===== src/rtl/bcd_to_bin_seq.sv =====
// Sequential display-code to signed binary converter: walks the latched word
// most significant digit first, one digit per clock, then saturates the result.
module bcd_to_bin_seq #(
  parameter int unsigned DIGITS = 4,
  parameter int unsigned OUT_W  = 11
) (
  input  logic                clk,
  input  logic                rst_n,
  input  logic                in_valid,
  output logic                in_ready,
  input  logic [4*DIGITS-1:0] bcd_in,
  output logic                out_valid,
  input  logic                out_ready,
  output logic [OUT_W-1:0]    bin_out,
  output logic                ovf
);

  localparam int unsigned IDX_W = (DIGITS > 1) ? $clog2(DIGITS) : 1;
  localparam int unsigned ACC_W = OUT_W + 4;
  localparam int unsigned PW    = OUT_W + 8;

  localparam logic [PW-1:0]    LIM     = {{(PW-OUT_W){1'b0}}, 1'b1, {(OUT_W-1){1'b0}}};
  localparam logic [ACC_W-1:0] MAX_POS = {{(ACC_W-OUT_W+1){1'b0}}, {(OUT_W-1){1'b1}}};
  localparam logic [OUT_W-1:0] MAX_OUT = {1'b0, {(OUT_W-1){1'b1}}};
  localparam logic [OUT_W-1:0] MIN_NEG = {1'b1, {(OUT_W-1){1'b0}}};

  typedef enum logic [1:0] {
    S_IDLE,
    S_CONV,
    S_FIN,
    S_DONE
  } state_t;

  state_t              state_q, state_d;
  logic [4*DIGITS-1:0] bcd_q, bcd_d;
  logic [ACC_W-1:0]    acc_q, acc_d;
  logic                sticky_q, sticky_d;
  logic                neg_q, neg_d;
  logic [IDX_W-1:0]    idx_q, idx_d;
  logic                out_valid_q, out_valid_d;
  logic [OUT_W-1:0]    bin_q, bin_d;
  logic                ovf_q, ovf_d;

  logic [3:0]    code;
  logic [3:0]    digit_val;
  logic [PW-1:0] acc_next;
  logic          pos_ovf;

  // The latched word shifts left each CONV cycle, so the current digit is
  // always the top nibble; idx only counts the remaining digits.
  assign code      = bcd_q[4*DIGITS-1 -: 4];
  assign digit_val = (code <= 4'd9) ? code : 4'd0;
  assign acc_next  = {1'b0, acc_q, 3'b000} + {3'b000, acc_q, 1'b0}
                   + {{(PW-4){1'b0}}, digit_val};
  assign pos_ovf   = sticky_q | (acc_q > MAX_POS);

  always_comb begin
    state_d     = state_q;
    bcd_d       = bcd_q;
    acc_d       = acc_q;
    sticky_d    = sticky_q;
    neg_d       = neg_q;
    idx_d       = idx_q;
    out_valid_d = out_valid_q;
    bin_d       = bin_q;
    ovf_d       = ovf_q;
    case (state_q)
      S_IDLE: begin
        if (in_valid) begin
          bcd_d    = bcd_in;
          acc_d    = '0;
          sticky_d = 1'b0;
          neg_d    = 1'b0;
          idx_d    = IDX_W'(DIGITS - 1);
          state_d  = S_CONV;
        end
      end
      S_CONV: begin
        bcd_d    = bcd_q << 4;
        acc_d    = acc_next[ACC_W-1:0];
        sticky_d = sticky_q | (acc_next > LIM);
        if (code == 4'hE) neg_d = ~neg_q;
        if (idx_q == '0) state_d = S_FIN;
        else             idx_d   = idx_q - IDX_W'(1);
      end
      S_FIN: begin
        // Once sticky is set acc may have wrapped, so it must not be trusted.
        if (neg_q) begin
          ovf_d = sticky_q;
          bin_d = sticky_q ? MIN_NEG : -acc_q[OUT_W-1:0];
        end else begin
          ovf_d = pos_ovf;
          bin_d = pos_ovf ? MAX_OUT : acc_q[OUT_W-1:0];
        end
        out_valid_d = 1'b1;
        state_d     = S_DONE;
      end
      S_DONE: begin
        if (out_ready) begin
          out_valid_d = 1'b0;
          state_d     = S_IDLE;
        end
      end
      default: state_d = S_IDLE;
    endcase
  end

  always_ff @(posedge clk) begin
    if (!rst_n) begin
      state_q     <= S_IDLE;
      bcd_q       <= '0;
      acc_q       <= '0;
      sticky_q    <= 1'b0;
      neg_q       <= 1'b0;
      idx_q       <= '0;
      out_valid_q <= 1'b0;
      bin_q       <= '0;
      ovf_q       <= 1'b0;
    end else begin
      state_q     <= state_d;
      bcd_q       <= bcd_d;
      acc_q       <= acc_d;
      sticky_q    <= sticky_d;
      neg_q       <= neg_d;
      idx_q       <= idx_d;
      out_valid_q <= out_valid_d;
      bin_q       <= bin_d;
      ovf_q       <= ovf_d;
    end
  end

  assign in_ready  = (state_q == S_IDLE);
  assign out_valid = out_valid_q;
  assign bin_out   = bin_q;
  assign ovf       = ovf_q;

endmodule


===== config.mk =====
export PLATFORM = sky130hd
export DESIGN_NAME = bcd_to_bin_seq
export DESIGN_NICKNAME = d
export VERILOG_FILES = /design/src/rtl/bcd_to_bin_seq.sv
export SDC_FILE = /design/constraint.sdc
export NUM_CORES = 1
export LEC_CHECK = 0
export BUFFER_PORTS_ARGS = -buffer_cell sky130_fd_sc_hd__buf_2
export CAP_MARGIN = 20
export CORE_UTILIZATION = 50
export CTS_CLUSTER_DIAMETER = 150
export CTS_CLUSTER_SIZE = 25
export DETAILED_ROUTE_END_ITERATION = 6
export GPL_TIMING_DRIVEN = 1
export PLACE_DENSITY = 0.8
export SLEW_MARGIN = 25
export SYNTH_ARGS = -nofsm -noshare
export SYNTH_HDL_FRONTEND = slang
export SYNTH_SLANG_ARGS = --single-unit
export TNS_END_PERCENT = 50

===== constraint.sdc =====
create_clock -name clk -period 4.9 [get_ports clk]
set_clock_uncertainty 0.1 [all_clocks]
set_input_delay 0.245 -clock clk [delete_from_list [all_inputs] [get_ports clk]]
set_output_delay 0.245 -clock clk [all_outputs]
set_load 0.05 [all_outputs]

After elaboration in Yosys (flattened, before gate mapping)
Cells that the tools add are included.
{ "word_totals": {"register_bits": 50, "in_bits": 20, "output_inout_bits": 14, "elab_cells": 59} }
{ "classes": {"addsub": 4, "magnitude_cmp": 3, "eq_ne": 9, "mux": 22, "n_bitwise": 3, "reduce_logical": 9} }
{ "op_table": {"columns": ["cell", "count"], "rows": [
  ["$mux W11", 3],
  ["$pmux W16 S2", 1],
  ["$pmux W15 S2", 1],
  ["$add A18 B16 Y19", 1],
  ["$add A19 B4 Y19", 1],
  ["$gt A19 B11 Y1 const B", 1],
  ["$mux W16", 1],
  ["$gt A15 B10 Y1 const B", 1],
  ["$mux W15", 1],
  ["$neg A11 Y11", 1],
  ["$mux W2", 5],
  ["$ne A2 B2 Y1 const B", 5],
  ["$reduce_and A3 Y1", 3],
  ["$pmux W2 S4", 1],
  ["$pmux W1 S2", 3],
  ["$eq A2 B2 Y1 const B", 2],
  ["$eq A4 B4 Y1 const B", 1],
  ["$le A4 B4 Y1 const B", 1],
  ["$logic_not A2 Y1", 2],
  ["$mux W1", 4],
  ["$mux W4", 1],
  ["$pmux W2 S2", 1],
  ["$reduce_and A2 Y1", 2],
  ["$reduce_bool A2 Y1", 2],
  ["4 further kinds", 5]
]} }

Depth between registers and ports, before layout
Gate-level depths: netlist (run 1).
{ "logic_depth": {"word_depth": 6, "depth_mapped": 13, "ltp_nobuf": 13} }

Worst setup path before layout (run 1)
OpenSTA, ideal clock, no wires.
{ "synth_timing": {"path_kind": "register to register", "startpoint": "register acc_q[0]", "endpoint": "register sticky_q", "setup_ns": 0.127, "t_arrival_ns": 2.897, "required_time_ns": 4.673, "slack_ns": 1.776, "stages_incl_launch_ff": 13, "path_buffers": 0, "period_less_slack_ns": 3.124, "path_cell_list": "dfxtp_1 -> inv_1 -> fa_1 -> inv_1 -> ha_1 -> a211oi_2 -> o21bai_1 -> a21oi_2 -> xnor2_1 -> or4_1 -> o31a_1 -> nor4_1 -> a31oi_1"} }
{ "synth_via": {"elab_chain_len": 5} }
{ "synth_rtl": {"columns": ["element", "line", "rtl"], "rows": [
  ["start: declaration", "36", "logic [ACC_W-1:0] acc_q, acc_d;"],
  ["start signal: assignment", "112", "acc_q <= '0;"],
  ["start signal: assignment", "122", "acc_q <= acc_d;"],
  ["$add A18 B16 Y19", "53", "assign acc_next = {1'b0, acc_q, 3'b000} + {3'b000, acc_q, 1'b0}"],
  ["$add A19 B4 Y19", "54", "+ {{(PW-4){1'b0}}, digit_val};"],
  ["$gt A19 B11 Y1", "81", "sticky_d = sticky_q | (acc_next > LIM);"],
  ["$or A1 B1 Y1", "81", null],
  ["$pmux W1 S2", "67", "case (state_q)"],
  ["end signal: assignment", "123", "sticky_q <= sticky_d;"],
  ["end: declaration", "37", "logic sticky_q, sticky_d;"]
]} }
Every way passes these cells.
A chain may end at the register's enable or synchronous reset.

Worst setup path after layout (run 1)
Ends and elaborated chain as after synthesis.

==> results of run 1 <==
sequential cells by signal (all words and copies together) (netlist names):
signal,flops
acc_q,15
bcd_q,16
bin_out,11
idx_q,2
neg_q,1
out_valid,1
ovf,1
state_q,2
sticky_q,1
cells by family (layout without fill, tap and decap cells):
| family | Yosys count | count (layout) |
|---|---|---|
| AO/OA/AOI/OAI | 132 | 132 |
| multiplexers | 10 | 10 |
| flip-flops | 50 | 50 |
| XOR/XNOR | 11 | 11 |
| adder cells (fa/ha/maj) | 38 | 38 |
| buffers and inverters | 36 | 62 |
| AND/OR/NAND/NOR | 129 | 129 |
layout make-up:
class,instances,area (sq um),area share [%]
Timing Repair Buffer,35,180,4.97
Multi-Input combinational cell,320,2190,60.3
Clock buffer,7,86.3,2.38
Clock inverter,1,5.00,0.138
Tap cell,77,96.3,2.66
Inverter,19,71.3,1.97
Sequential cell,50,1000,27.6
where the power goes:
part           switching [mW]  internal, mW
logic                   0.541         0.284
registers              0.0682         0.503
clock network           0.129         0.114
synthesized netlist by cell type (4+ instances only):
cell type  count  share of area, %
mux2i_1       10               3.0
nand2_1       29               3.3
a31oi_1        5              0.94
ha_1          36                14
a22oi_1       20               4.5
xnor2_1        8               2.1
o22ai_1        7               1.3
nor2b_1       24               4.5
nor2_1        35               4.0
a21oi_1       25               3.8
o21ai_0       38               5.7
inv_1         19               2.1
nand3_1        7               1.1
and2_1         5              0.94
clkbuf_1      14               1.6
o211a_1        9               2.7
nand2b_1       4              0.75
dfxtp_1       50                30
o21a_1         4              0.90
nor3_1         8               1.2
metrics by stage:
| step | total power, mW | worst slack, ns | utilization (%) |
|---|---|---|---|
| after floorplan | 1.21 | 1.78 | - |
| after global placement | 1.37 | 1.64 | 55.3 |
| after detailed placement | 1.39 | 1.49 | 55.3 |
| after CTS | 1.64 | 1.48 | 56.8 |
| after global routing | 1.77 | 1.22 | 56.8 |
| final | 1.64 | 1.46 | 56.8 |
cell usage in the layout, fill, tap and decap left out, types with 2 or more instances in the layout:
| cell type | count |
|---|---|
| a21boi_0 | 2 |
| a21o_1 | 3 |
| a21oi_1 | 25 |
| a22oi_1 | 20 |
| a31oi_1 | 5 |
| and2_1 | 5 |
| and3_1 | 2 |
| buf_2 | 33 |
| buf_4 | 2 |
| clkbuf_8 | 6 |
| dfxtp_1 | 50 |
| fa_1 | 2 |
| ha_1 | 36 |
| inv_1 | 19 |
| mux2i_1 | 10 |
| nand2_1 | 29 |
| nand2b_1 | 4 |
| nand3_1 | 7 |
| nand4_1 | 2 |
| nand4b_1 | 2 |
| nor2_1 | 35 |
| nor2b_1 | 24 |
| nor3_1 | 8 |
| nor4_1 | 3 |
| o211a_1 | 9 |
| o211ai_1 | 3 |
| o21a_1 | 4 |
| o21ai_0 | 38 |
| o21bai_1 | 2 |
| o22ai_1 | 7 |
| o31a_1 | 2 |
| or2_2 | 2 |
| or3_1 | 3 |
| or4_1 | 2 |
| xnor2_1 | 8 |
| xor2_1 | 3 |
metal layers:
layer  routed length, microns  up-vias
met5                        0        -
met3                      333       10
met1                     3600     1406
met2                     3510       82
li1                         -     1526
met4                       81        0
worst max path at each step:
stage | from | endpoint | slack (ns) | cells past startpoint
2_1_floorplan | acc_q[0] | sticky_q | 1.78 | 12
3_3_place_gp | acc_q[0] | sticky_q | 1.64 | 10
3_5_place_dp | acc_q[0] | sticky_q | 1.49 | 10
4_1_cts | acc_q[0] | sticky_q | 1.48 | 10
5_1_grt | acc_q[0] | sticky_q | 1.22 | 11
6_report | acc_q[0] | sticky_q | 1.46 | 10
worst reg2reg max path, cell delays in order (launching register included):
cell	delay, ns
dfxtp_1	0.43
inv_1	0.15
fa_1	0.54
fa_1	0.47
nor2b_1	0.19
o31ai_1	0.13
a21boi_0	0.17
or4_1	0.55
o31a_1	0.25
nor4_1	0.24
a31oi_1	0.11
==> impl_metrics.json, run 1 <==
{
  "tightest_slew_ns": 0.800,
  "die_h_microns": 83.5,
  "fin_cells": 509,
  "worstHoldStart": "bcd_in[4]",
  "wl_per_cell_microns": 14.8,
  "power_density_nw_per_um2": 452,
  "cpMaxStageDelayCell": "or4_1",
  "status": "completed",
  "die_w_microns": 83.5,
  "cp_num_buf_inv": 1,
  "hp-class": "in2reg",
  "grt_use_met3_pct": 3.96,
  "grt_pass1_wl_microns": 12600,
  "rows": 29,
  "holdWs_ns": 0.0963,
  "detail-route-antenna-nets": 0,
  "rr_startpoint": "acc_q[0]",
  "cts_tree": "yes",
  "end_kind": "flop",
  "hold-path-endpoint": "bcd_q[4]",
  "r2r.worst_path.cells": 10,
  "slew_headroom_pct": 46.7,
  "synth-seq-cells": 50,
  "cp-start-kind": "flop",
  "grtUsageTotal_pct": 22.0,
  "h-tree-depth": 2,
  "path_cells": "inv_1 > fa_1 > fa_1 > nor2b_1 > o31ai_1 > a21boi_0 > or4_1 > o31a_1 > nor4_1 > a31oi_1",
  "timing.final.crit_period_ns": 3.44,
  "rsz0062_at_grt": "false",
  "rr_endpoint": "sticky_q",
  "root_buffer": "clkbuf_8",
  "cts.sinks": 50,
  "first_iter_violations": 190,
  "max_freq_mhz": 290,
  "clockBufferDepth": 2,
  "worstPathRequired_ns": 4.98,
  "syn-cell-area_sq_um": 3320,
  "holdBufCountCts": 0,
  "ys_warn_count": 0,
  "ys_types": 49,
  "ir_worst_vdd_mv": 0.380,
  "setup_viol_count_final": 0,
  "synthAdderAreaFrac_pct": 14.8,
  "crit_path_frequent_cell": "fa_1",
  "synth_fp_nets": 464,
  "r2r_slack_ns": 1.46,
  "min_path_cells": 3,
  "ys.flop_type": "dfxtp_1",
  "vias": 3024,
  "firstDrtPassIters": 7,
  "synth_top_family_by_area": "compound AO/OA/AOI/OAI gates",
  "drv_cap": 0,
  "wl_microns": 7530,
  "cp_top_family": "adder cells",
  "final_cell_area_sq_um": 3630,
  "cts_buffers": 5,
  "io_buffers": 33,
  "drc": 0,
  "cts_setup_buffers": 0,
  "place_area_sq_um": 3530,
  "drive_above_1_share_pct": 10.9,
  "syn2layout_area_growth_pct": 9.11,
  "slew_violations": 0,
  "setup_tns_ns": 0,
  "grt_overflow": 0,
  "yosys.area_share.simple_pct": 19.2,
  "yosysSeqAreaShare_pct": 30.1,
  "avgSynthCellArea_sq_um": 8.19,
  "grt.met2_usage_pct": 36.1,
  "grt_max_degree": 51,
  "cts_resized": 0,
  "arrival_ns": 3.53,
  "met1_usage_pct": 29.8,
  "dp_hpwl_microns": 5560,
  "hold_viol_final": 0,
  "nFillCells": 580,
  "via_per_inst": 5.94,
  "synth-xor-area-share_pct": 2.90,
  "synthMuxAreaShare_pct": 3.01,
  "gp_congestion": 0.963,
  "initial_core_util_pct": 52.0,
  "grt.busiest_layer": "met2",
  "synth_async_sr_flop_share_pct": 0,
  "die_area_sq_um": 6980,
  "synth-edff-count": 0,
  "place_inst": 501,
  "io_pins": 34,
  "synthCells": 406,
  "path_clk_slew_ns": 0.09,
  "p_leak_nw": 1.69,
  "synth_compound_area_share_pct": 25.9,
  "grt_pass1_vias": 2714,
  "criticalPathCategory": "reg2reg",
  "core_sq_um": 6390,
  "crit_fanout": 6,
  "nets": 489,
  "max_stage_delay_ns": 0.55,
  "n_antenna_cell": 0,
  "clock_latency_ns": 0.30,
  "antenna_found_initial": 0,
  "period_share_pct": 70.3
}
Note: power is estimated with default switching activity, not from simulation.
==> run 2, diff against run 1 <==
Settings changed: PLACE_DENSITY 0.8 to 0.83.
Clock period 4.9 ns to 2.8 ns, I/O delays scaled along.
==> run 2 against run 1 <==
Cell count increased by 9.4%. Via count grew 7.7%. The flow now finishes with violations (hold timing, setup timing). Register-to-register slack worse by 1.8 ns. Worst setup slack got worse by 1.8 ns. Fmax is 8.3% higher. Highest routed layer unchanged. Critical path depth increased by 2. Sequential share of layout area down 3.0 points.
==> impl_metrics.json, run 2 (synthesis gave the netlist of run 1 again) <==
{
  "place_ws_ns": -0.396,
  "core_sq_um": 6390,
  "drv_cap": 0,
  "dp_hpwl_microns": 6070,
  "drive_above_1_share_pct": 22.9,
  "utilization_pct": 64.0,
  "p_int_mw": 1.78,
  "clock_latency_ns": 0.32,
  "rows": 29,
  "grtUsageTotal_pct": 24.4,
  "syn2layout_area_growth_pct": 23.1,
  "power_frac_comb_pct": 51.6,
  "path_cells": "nor2b_1 > ha_1 > ha_2 > inv_1 > fa_2 > xnor2_1 > nor3_1 > nand3_1 > or4_1 > o31a_1 > nor4_2 > a31oi_1",
  "path_clk_slew_ns": 0.09,
  "root_buffer": "clkbuf_8",
  "max_freq_mhz": 314,
  "timing.final.crit_period_ns": 3.18,
  "cts_tree": "yes",
  "cts.sinks": 50,
  "power_mw": 3.13,
  "detail-route-antenna-nets": 0,
  "wl_per_cell_microns": 15.0,
  "clockBufferDepth": 2,
  "antenna_found_initial": 0,
  "p_clk_share_pct": 17.1,
  "via_per_inst": 5.85,
  "vias": 3258,
  "die_w_microns": 83.5,
  "h-tree-depth": 2,
  "slew_headroom_pct": 49.5,
  "cp-start-kind": "flop",
  "period_share_pct": 114,
  "worstPathRequired_ns": 2.88,
  "cp_num_buf_inv": 1,
  "criticalPathCategory": "reg2reg",
  "io_pins": 34,
  "p_leak_nw": 1.94,
  "cpMaxStageDelayCell": "or4_1",
  "nets": 538,
  "slew_violations": 0,
  "hp-class": "in2reg",
  "grt_overflow": 0,
  "initial_core_util_pct": 52.0,
  "gp_congestion": 0.882,
  "tightest_slew_ns": 0.758,
  "top_register": "bcd_q",
  "drc": 0,
  "die_area_sq_um": 6980,
  "grt_pass1_vias": 3167,
  "final_common_cell": "buf_4",
  "die_h_microns": 83.5,
  "arrival_ns": 3.27,
  "power_density_nw_per_um2": 765,
  "violations": "hold timing, setup timing",
  "grt_pass1_wl_microns": 14000,
  "hold_viol_final": 1,
  "ir_worst_vdd_mv": 0.694,
  "grt_max_degree": 51,
  "setup_viol_count_final": 5,
  "end_kind": "flop",
  "largest_register_ffs": 16,
  "rsz0062_at_grt": "true",
  "max_stage_delay_ns": 0.48,
  "crit_fanout": 3,
  "status": "finished, violations left",
  "cts_buffers": 5,
  "io_buffers": 33,
  "switching_power_mw": 1.35,
  "wl_microns": 8340,
  "pwr-share-seq_pct": 31.4,
  "p_sw_share_pct": 43.2,
  "holdWs_ns": -0.00990,
  "firstDrtPassIters": 4,
  "first_iter_violations": 165,
  "n_antenna_cell": 0,
  "cp_top_family": "simple AND/OR/NAND/NOR gates",
  "worst_slack_ns": -0.382,
  "layout_common_cells": "49 x buf_4, 47 x dfxtp_1, 37 x o21ai_0"
}
run 2: changes by cell type in the layout (fill, tap and decap cells not counted), moves of 2 or more:
cell / delta
nor2b_1: -2
ha_2: +2
dfxtp_2: +3
dlygate4sd3_1: +2
ha_1: -3
a22oi_1: -2
a22oi_2: +2
buf_4: +47
dfxtp_1: -3
run 2: worst paths after layout:
kind | endpoint | cells after the start | start | slack, ns
worst max-delay path | sticky_q | 12 | bcd_q[14] | -0.38
worst min register to register | bcd_q[11] | 1 | bcd_q[11] | 0.40
worst max register to register | sticky_q | 12 | bcd_q[14] | -0.38
worst min-delay path | bcd_q[5] | 3 | bcd_in[5] | -0.01
run 2: power groups by stage:
stage	sequential, mW	clock, mW	combinational (mW)
global route	1.00	0.561	1.76
finish	0.981	0.534	1.61
global placement	0.985	0	1.53
floorplan	1.16	0	0.965
CTS	0.979	0.533	1.59
detailed placement	0.995	0	1.58
run 2: layout make-up:
class | instances | area (sq um)
Fill cell | 525 | 2300
Multi-Input combinational cell | 320 | 2250
Sequential cell | 50 | 1000
Timing Repair Buffer | 84 | 553
Tap cell | 77 | 96.3
Clock buffer | 6 | 82.6
Inverter | 19 | 71.3
Clock inverter | 1 | 30.0
run 2: worst reg2reg max path, stage by stage (launching register included):
cell and delay (ns):
dfxtp_2 0.33, nor2b_1 0.15, ha_1 0.30, ha_2 0.18, inv_1 0.06, fa_2 0.43, xnor2_1 0.18, nor3_1 0.16
nand3_1 0.12, or4_1 0.48, o31a_1 0.27, nor4_2 0.21, a31oi_1 0.11
run 2: what timing repair did:
action,CTS,global route
setup buffers,3,0
hold endpoints to repair,2,0
setup endpoints to repair,5,8
gates resized for setup,6,5
hold buffers,2,0
pin swaps,12,5
run 2: metrics by stage:
stage          instances  instance area [sq um]  setup TNS, ns
2_1_floorplan        406                   3350         -0.210
3_3_place_gp         545                   3890         -0.658
3_5_place_dp         545                   3890          -1.11
4_1_cts              557                   4070         -0.706
5_1_grt              557                   4090          -1.70
6_report             557                   4090         -0.861
run 2: routing by layer:
layer	global-route usage, %	part of all wire [%]	up-vias
met3	3.76	4.4	19
met4	9.24	2.1	0
met1	31.2	45	1533
met5	0	0	-
met2	41.5	48	90
li1	-	-	1616
